==> config.mk <==
export PLATFORM = sky130hd
export DESIGN_NAME = uart_tx_ctrl
export DESIGN_NICKNAME = d
export VERILOG_FILES = /design/src/rtl/uart_pkg.sv /design/src/rtl/uart_baud_gen.sv /design/src/rtl/uart_tx_ctrl.sv
export SDC_FILE = /design/constraint.sdc
export NUM_CORES = 1
export LEC_CHECK = 0
export ABC_AREA = 1
export BUFFER_PORTS_ARGS = -buffer_cell sky130_fd_sc_hd__buf_2
export CORE_MARGIN = 2
export CORE_UTILIZATION = 55
export CTS_BUF_LIST = sky130_fd_sc_hd__clkbuf_4
export DETAILED_ROUTE_END_ITERATION = 7
export MAX_ROUTING_LAYER = met4
export PLACE_DENSITY_LB_ADDON = 0.15
export SYNTH_ARGS = -nofsm -noshare
export SYNTH_HDL_FRONTEND = slang
export SYNTH_SLANG_ARGS = --single-unit
==> constraint.sdc <==
create_clock -name clk -period 2 [get_ports clk]
set_clock_uncertainty 0.05 [all_clocks]
set_input_delay 0.4 -clock clk [delete_from_list [all_inputs] [get_ports clk]]
set_output_delay 0.4 -clock clk [all_outputs]
set_load 0.02 [all_outputs]
==> src/rtl/uart_pkg.sv <==
// Shared UART types and helpers for the TX controller and baud generator.
package uart_pkg;

    typedef enum logic [0:0] {
        IDLE = 1'b0,
        SEND = 1'b1
    } uart_tx_state_t;

    localparam int unsigned DEFAULT_CLKS_PER_BIT = 434;

    // Start + data + stop, plus one parity bit when enabled.
    function automatic int unsigned frame_bits(input int unsigned data_bits, input bit parity_en);
        return data_bits + (parity_en ? 32'd3 : 32'd2);
    endfunction

endpackage

==> src/rtl/uart_baud_gen.sv <==
// Bit-period counter with synchronous clear and enable; ticks for one cycle at terminal count.
module uart_baud_gen
    import uart_pkg::*;
#(
    parameter int unsigned CLKS_PER_BIT = DEFAULT_CLKS_PER_BIT
) (
    input  logic clk,
    input  logic reset,
    input  logic clear,
    input  logic en,
    output logic tick
);

    localparam int unsigned CNT_W = $clog2(CLKS_PER_BIT);
    localparam logic [CNT_W-1:0] TERM = CNT_W'(CLKS_PER_BIT - 1);

    logic [CNT_W-1:0] cnt_q;
    logic [CNT_W-1:0] cnt_d;

    always_comb begin
        cnt_d = cnt_q;
        tick  = 1'b0;
        if (clear) begin
            cnt_d = '0;
        end else if (en) begin
            if (cnt_q == TERM) begin
                cnt_d = '0;
                tick  = 1'b1;
            end else begin
                cnt_d = cnt_q + CNT_W'(1);
            end
        end
    end

    always_ff @(posedge clk) begin
        if (reset) begin
            cnt_q <= '1;
        end else begin
            cnt_q <= cnt_d;
        end
    end

endmodule

==> src/rtl/uart_tx_ctrl.sv <==
// UART transmit controller: valid/ready byte intake, frame register load/shift paced by uart_baud_gen.
// Define UART_TX_PARITY_EN to insert a parity bit between the data MSB and the stop bit.
module uart_tx_ctrl
    import uart_pkg::*;
#(
    parameter int unsigned CLKS_PER_BIT = DEFAULT_CLKS_PER_BIT,
    parameter int unsigned DATA_BITS    = 8,
    parameter bit          PARITY_ODD   = 1'b0
) (
    input  logic                 clk,
    input  logic                 reset,
    input  logic [DATA_BITS-1:0] tx_data,
    input  logic                 tx_valid,
    output logic                 tx_ready,
    output logic                 tx,
    output logic                 busy,
    output logic                 tx_done
);

`ifdef UART_TX_PARITY_EN
    localparam bit PARITY_EN = 1'b1;
`else
    localparam bit PARITY_EN = 1'b0;
`endif

    localparam int unsigned FRAME_BITS = frame_bits(DATA_BITS, PARITY_EN);
    localparam int unsigned BIT_W      = $clog2(FRAME_BITS + 1);
    localparam logic [BIT_W-1:0] LAST_BIT = BIT_W'(FRAME_BITS - 1);

    uart_tx_state_t          state_q, state_d;
    logic [FRAME_BITS-1:0]   frame_q, frame_d;
    logic [BIT_W-1:0]        bit_cnt_q, bit_cnt_d;
    logic [FRAME_BITS-1:0]   load_frame;
    logic                    baud_clear;
    logic                    baud_en;
    logic                    baud_tick;

    // Without parity, index DATA_BITS+1 is already the stop bit, so the parity write is dead.
    always_comb begin
        load_frame                = '1;
        load_frame[0]             = 1'b0;
        load_frame[DATA_BITS:1]   = tx_data;
        if (PARITY_EN) begin
            load_frame[DATA_BITS+1] = ^tx_data ^ PARITY_ODD;
        end
    end

    uart_baud_gen #(
        .CLKS_PER_BIT(CLKS_PER_BIT)
    ) u_baud_gen (
        .clk  (clk),
        .reset(reset),
        .clear(baud_clear),
        .en   (baud_en),
        .tick (baud_tick)
    );

    always_comb begin
        state_d    = state_q;
        frame_d    = frame_q;
        bit_cnt_d  = bit_cnt_q;
        tx_ready   = 1'b0;
        tx_done    = 1'b0;
        baud_clear = 1'b0;
        baud_en    = 1'b0;
        case (state_q)
            IDLE: begin
                tx_ready = 1'b1;
                if (tx_valid) begin
                    frame_d    = load_frame;
                    bit_cnt_d  = '0;
                    baud_clear = 1'b1;
                    state_d    = SEND;
                end
            end
            SEND: begin
                baud_en = 1'b1;
                if (baud_tick) begin
                    frame_d   = {1'b1, frame_q[FRAME_BITS-1:1]};
                    bit_cnt_d = bit_cnt_q + BIT_W'(1);
                    if (bit_cnt_q == LAST_BIT) begin
                        tx_done = 1'b1;
                        state_d = IDLE;
                    end
                end
            end
            default: begin
                state_d = IDLE;
            end
        endcase
    end

    always_ff @(posedge clk) begin
        if (reset) begin
            state_q   <= IDLE;
            frame_q   <= '1;
            bit_cnt_q <= '1;
        end else begin
            state_q   <= state_d;
            frame_q   <= frame_d;
            bit_cnt_q <= bit_cnt_d;
        end
    end

    assign tx   = frame_q[0];
    assign busy = !tx_ready;

    // Fill-with-ones shifting must leave the line high whenever the FSM is idle.
    a_idle_line_high: assert property (@(posedge clk) disable iff (reset)
        (state_q == IDLE) |-> tx);

    a_done_returns_idle: assert property (@(posedge clk) disable iff (reset)
        tx_done |=> (state_q == IDLE));

endmodule

# After elaboration in Yosys (flattened, before gate mapping)
# Index checks and enable logic that the tools add are counted.
[word_totals]
ff_bits = 24
input_bits = 11
output_inout_bits = 4
elab_cells = 35
[op_classes]
add_sub_neg = 2
n_eq_ne = 4
mux = 22
n_bitwise = 1
reduce_logical = 2
[op_table]
columns = ["operator", "count"]
rows = [
  ["$mux W9", 3],
  ["$mux W10", 2],
  ["$pmux W10 S2", 1],
  ["$mux W1", 12],
  ["$add A9 B1 Y9 const B", 1],
  ["$eq A9 B9 Y1 const B", 1],
  ["$mux W4", 2],
  ["$pmux W4 S2", 1],
  ["$add A4 B1 Y4 const B", 1],
  ["$eq A4 B4 Y1 const B", 1],
  ["$ne A2 B1 Y1 const B", 1],
  ["$ne A2 B2 Y1 const B", 1],
  ["$pmux W1 S2", 1],
  ["$reduce_and A2 Y1", 1],
  ["$reduce_bool A2 Y1", 1],
  ["$not A1 Y1", 1],
]

# Depth between registers and ports, before layout
[depth]
ltp_word = 6
ltp_mapped = 9
mapped_depth_nobuf = 9

# By module
# A second synthesis with hierarchy kept.
[unflattened]
cells_unflattened = 188
hier_area_um2 = 1233.7
[modules_own_cells]
columns = ["module", "instances", "cells_per_inst", "area_each_um2", "seq_area_each_um2"]
rows = [
  ["uart_tx_ctrl", 1, 104, 681.9, 280.3],
  ["uart_baud_gen", 1, 84, 551.8, 180.2],
]

# Least setup slack after synthesis
# Ideal clock, no wire load.
[synth_path]
path_type = "reg-to-output"
startpoint = "register u_baud_gen.cnt_q[0]"
endpoint = "output port tx_done"
arrival_ns = 1.179
required_ns = 1.550
slack_ns = 0.371
stages_incl_launch_ff = 6
n_path_buf = 0
path_cell_list = "dfxtp_1 -> ha_1 -> nand2_1 -> nor2_1 -> nand3_2 -> nor2_1"
[synth_via]
elab_chain_len = 6
[synth_lines]
columns = ["element", "line", "text"]
rows = [
  ["start, declared", "uart_baud_gen.sv:17", "logic [CNT_W-1:0] cnt_q;"],
  ["start signal, assigned", "uart_baud_gen.sv:39", "cnt_q <= cnt_d;"],
  ["$eq A9 B9 Y1", "uart_baud_gen.sv:26", "if (cnt_q == TERM) begin"],
  ["$mux W1", "uart_baud_gen.sv:26", ""],
  ["$mux W1", "uart_baud_gen.sv:25", "end else if (en) begin"],
  ["$mux W1", "uart_baud_gen.sv:23", "if (clear) begin"],
  ["$mux W1", "uart_tx_ctrl.sv:78", "if (baud_tick) begin"],
  ["$mux W1", "uart_tx_ctrl.sv:66", "case (state_q)"],
  ["end, declared", "uart_tx_ctrl.sv:17", "output logic tx_done"],
]
# Every way passes these cells.

# Worst setup path in the final report
[layout_path]
startpoint = "register u_baud_gen.cnt_q[1]"
endpoint = "output port tx_done"
# The elaborated chain is that of the path after synthesis.

==> impl.org <==
** Run status
- Result of the run :: finished, final reports clean

** Setup path
- Data arrival, critical path :: 1.41 ns
- Setup crit start :: u_baud_gen.cnt_q[1]$_SDFFE_PP1P_
- STA classifies the critical path startpoint as a register.
- The number of buffers and inverters on the critical path is 2.
- Broken down by cell family, the worst path's largest delay share belongs to simple AND/OR/NAND/NOR gates.
- Counting cells, the worst reg-to-reg path comes to 4.
- CP Capture Type :: output port
- The critical path is of the register to output port type.
- Delay of the slowest cell on the worst path :: 0.36 ns
- The critical path goes through inv_1, ha_1, nand2_1, nor2_2, nand3_2, nor2_2, buf_4.
- Endpoint of the worst-slack reg-to-reg timing path :: frame_q[1]$_SDFFE_PP1P_
- STA puts the critical path data required time at 1.55 ns.
- Cell with the largest stage delay on the worst path :: sky130_fd_sc_hd__dfxtp_1
- Largest fanout on the critical path :: 4
- Reg-to-reg critical path startpoint :: busy$_SDFF_PP0_
- In this run the register-to-register setup slack is 0.38 ns.
- In this design, the critical path's most frequently occurring cell is sky130_fd_sc_hd__nor2_2.

** Routing
- 1st-iter DRT viols :: 24
- Vias per std cell :: 5.16
- The detail route stage leaves a number of antenna-violating nets equal to 0.
- Across all layers, the routed design uses 1130 vias.
- For this run, design rule violations remaining after detail routing come to 0.
- For this block, the routed nets add up to 2.49 mm of wire.
- In the final routed layout, each cell accounts on average for 11.3 um.
- The pre-antenna-repair detailed-routing pass consisted of 4 iterations.

** STA
- The number of pins with negative max-slew slack in the final report was 0.
- Setup violations remaining at the end of the flow were counted as 0.
- Based on the critical path, the design can be clocked at up to 538 MHz.
- Post-route fraction of the period consumed by the critical path :: 93.0%
- The count of endpoints failing hold in the final timing report is 0.
- Summed negative setup slack over all endpoints :: 0 ns
- Fin Hold WS :: 0.354 ns
- At the pin with the least slew margin, the transition time is 0.644 ns.
- Tightest slew margin relative to the limit :: 56.9%
- Setup repair after global routing left no endpoint under its margin.
- Worst path setup slack after routing :: 0.140 ns
- For the finished layout, the period the worst path requires is 1.86 ns.

** Layout
- Post-layout net count :: 207
- Fillers :: 237
- 0 antenna diodes ended up in the layout.
- Cells with a size suffix above 1 make up 15.2% of the layout.
- Most common library cell in the layout ignoring fill and taps :: sky130_fd_sc_hd__nand2_1
- Cell area after layout :: 1340 um2
- Compared with the post-synthesis result, the final layout area differs by 8.64%.
- Leading cell types in the layout, fill and taps excluded :: sky130_fd_sc_hd__nand2_1 (45), sky130_fd_sc_hd__nand3_1 (41), sky130_fd_sc_hd__dfxtp_1 (21)

** GRT
- Entering global routing, the biggest net connects 16 pins.
- Wire length of the first global-routing pass :: 4.52 mm
- Antenna violations before repair :: 0
- Global routing finished with a remaining overflow of 0.
- The via count of the first global-routing pass came to 1094.
- Combined global-route utilization of all metal layers :: 23.0%

** Yosys
- Yosys synthesis warning count :: 0
- Post-synthesis xor/xnor area fraction :: 4.27%
- Mean area per synthesized cell :: 6.92 um2
- After synthesis the netlist holds a flip-flop and latch count of 23.
- Simple-Gate Fraction of Synth Area :: 37.4%
- The synthesized netlist devotes 6.10% of its cell area to compound gates.
- Synth area leaders :: sky130_fd_sc_hd__dfxtp_1 (37%), sky130_fd_sc_hd__nand3_1 (17%), sky130_fd_sc_hd__nand2_1 (14%)
- Net count after synthesis :: 193
- Summed over all instances, the cell type with the most area after synthesis is sky130_fd_sc_hd__dfxtp_1.
- Summing every instance area after synthesis gives 1230 um2.
- Share of the synthesized area in the top cell type :: 37.4%
- Sequential share of the synthesized area :: 37.4%
- By area, the combinational part of the netlist is dominated by simple AND/OR/NAND/NOR gates.
- Summing the areas of all fa, ha and maj instances in the mapped netlist gives 4.07% of the synthesized area.
- In the synthesized netlist, the number of instances is 178.
- Multiplexer fraction of the synthesized cell area :: 0%
- Count of distinct cell types in the synthesized netlist :: 20

** Floorplan
- Top-level port count :: 15
- The floorplan has 17 rows.
- Horizontal die dimension :: 51.3 um
- The initial utilization of the core area, before any placement, comes to 56.7%.
- Total die area :: 2630 um2
- The total area inside the core boundary comes to 2170 um2.
- The die is 51.3 um tall.

** Clocking
- TritonCTS built the clock tree.
- Clock-pin slew was measured on the worst setup and hold paths at 0.12 ns.
- Num Clock Sinks :: 23
- Post-CTS Repair Setup Buffers :: 0
- No sink is reached through more buffers than the 2 on the longest clock path.
- Clock buffer count from CTS :: 3
- Number of H-tree levels :: 1
- Buffer type at the clock tree root :: sky130_fd_sc_hd__clkbuf_4
- Clk Latency, worst-skew pair :: 0.30 ns

** Run
- Number of maximum-capacitance violations :: 0

** Pwr
- Largest voltage drop on the vdd net :: 0.627 mV
- Power density of the placed cells :: 733 nW/um2
- Power comes to 0.000980 W.
- Static Leakage :: 0.723 nW

** Placement
- The placed instances occupy a cell area of 1300 um2.
- Final GP Congestion :: 0.791
- Detailed placement finished with a half-perimeter wire length of 1.83 mm.
- Buffers placed on the I/O ports in this run total 14.
- Pre-CTS worst setup slack :: 0.327 ns

** Min path
- Hold/Removal Path Class :: primary input to register
- For hold timing, the worst endpoint is frame_q[8]$_SDFFE_PP1P_.
- Hold path startpoint :: tx_data[7]
- The worst hold path passes through 4 cells.
[repair_timing]
action / in CTS / in global routing
hold buffers: 0 / 0
gates resized for setup: 0 / 5
setup endpoints to repair: 0 / 1
[synthesized netlist by cell type (all sizes together)]
master  instances
xnor2           1
dfxtp          23
nor2           10
inv            20
or2             1
nand2          47
buf             5
nand3          42
clkinv          1
o21ai           6
clkbuf          2
ha              4
nand4           2
xor2            5
a21oi           9
[cell type report]
type | instances | area (um2) | area share, %
multi-input combinational | 127 | 643 | 48.1
sequential | 23 | 463 | 34.6
timing repair buffer | 16 | 87.6 | 6.55
inverter | 21 | 78.8 | 5.89
tap | 28 | 35.0 | 2.62
clock buffer | 4 | 30.0 | 2.25
[sequential cells by signal, indices dropped and copies added (netlist names)]
name / cells
frame_q: 9
u_baud_gen.cnt_q: 9
bit_cnt_q: 4
busy: 1
[logic make-up (layout without fill, tap and decap cells)]
family                     after synthesis  after routing
and+or+nand+nor                        102            102
AOI/OAI and AO/OA                       15             15
xor gates and xnor gates                 6              6
DFF                                     23             23
buffers and inverters                   28             41
adders and majority gates                4              4
[worst max-delay path by stage]
| stage | depth (start not counted) | slack [ns] | end |
|---|---|---|---|
| 2_1_floorplan | 5 | 0.37 | tx_done |
| 3_3_place_gp | 5 | 0.35 | frame_q[6]$_SDFFE_PP1P_ |
| 3_5_place_dp | 5 | 0.33 | frame_q[3]$_SDFFE_PP1P_ |
| 4_1_cts | 6 | 0.04 | tx_done |
| 5_1_grt | 7 | 0.03 | tx_done |
| 6_report | 7 | 0.14 | tx_done |
[worst min-delay path, stage by stage]
cell and delay, ns:
sky130_fd_sc_hd__buf_2 0.07, sky130_fd_sc_hd__or2_2 0.09, sky130_fd_sc_hd__nand3_1 0.06, sky130_fd_sc_hd__nand3_1 0.06
[routing by layer]
layer	GRT usage (%)	wire [um]	part of all wire, %	vias up
met2	42.0	1270	51	24
met4	6.58	17	0.68	0
li1	-	-	-	596
met1	25.9	1110	45	508
met3	3.51	91	3.7	2
met5	-	0	0	-
[stage by stage]
| stage | instances | util, % |
|---|---|---|
| floorplan | 178 | - |
| global placement | 215 | 59.8 |
| detailed placement | 215 | 59.8 |
| CTS | 219 | 61.2 |
| global route | 219 | 61.6 |
| finish | 219 | 61.6 |
[report_power, final]
part           internal, W  switching (W)  total [W]
logic            0.0000859       0.000125   0.000211
clock network    0.0000912       0.000132   0.000223
registers         0.000502      0.0000441   0.000546
Power figures use the tool's default switching activity.
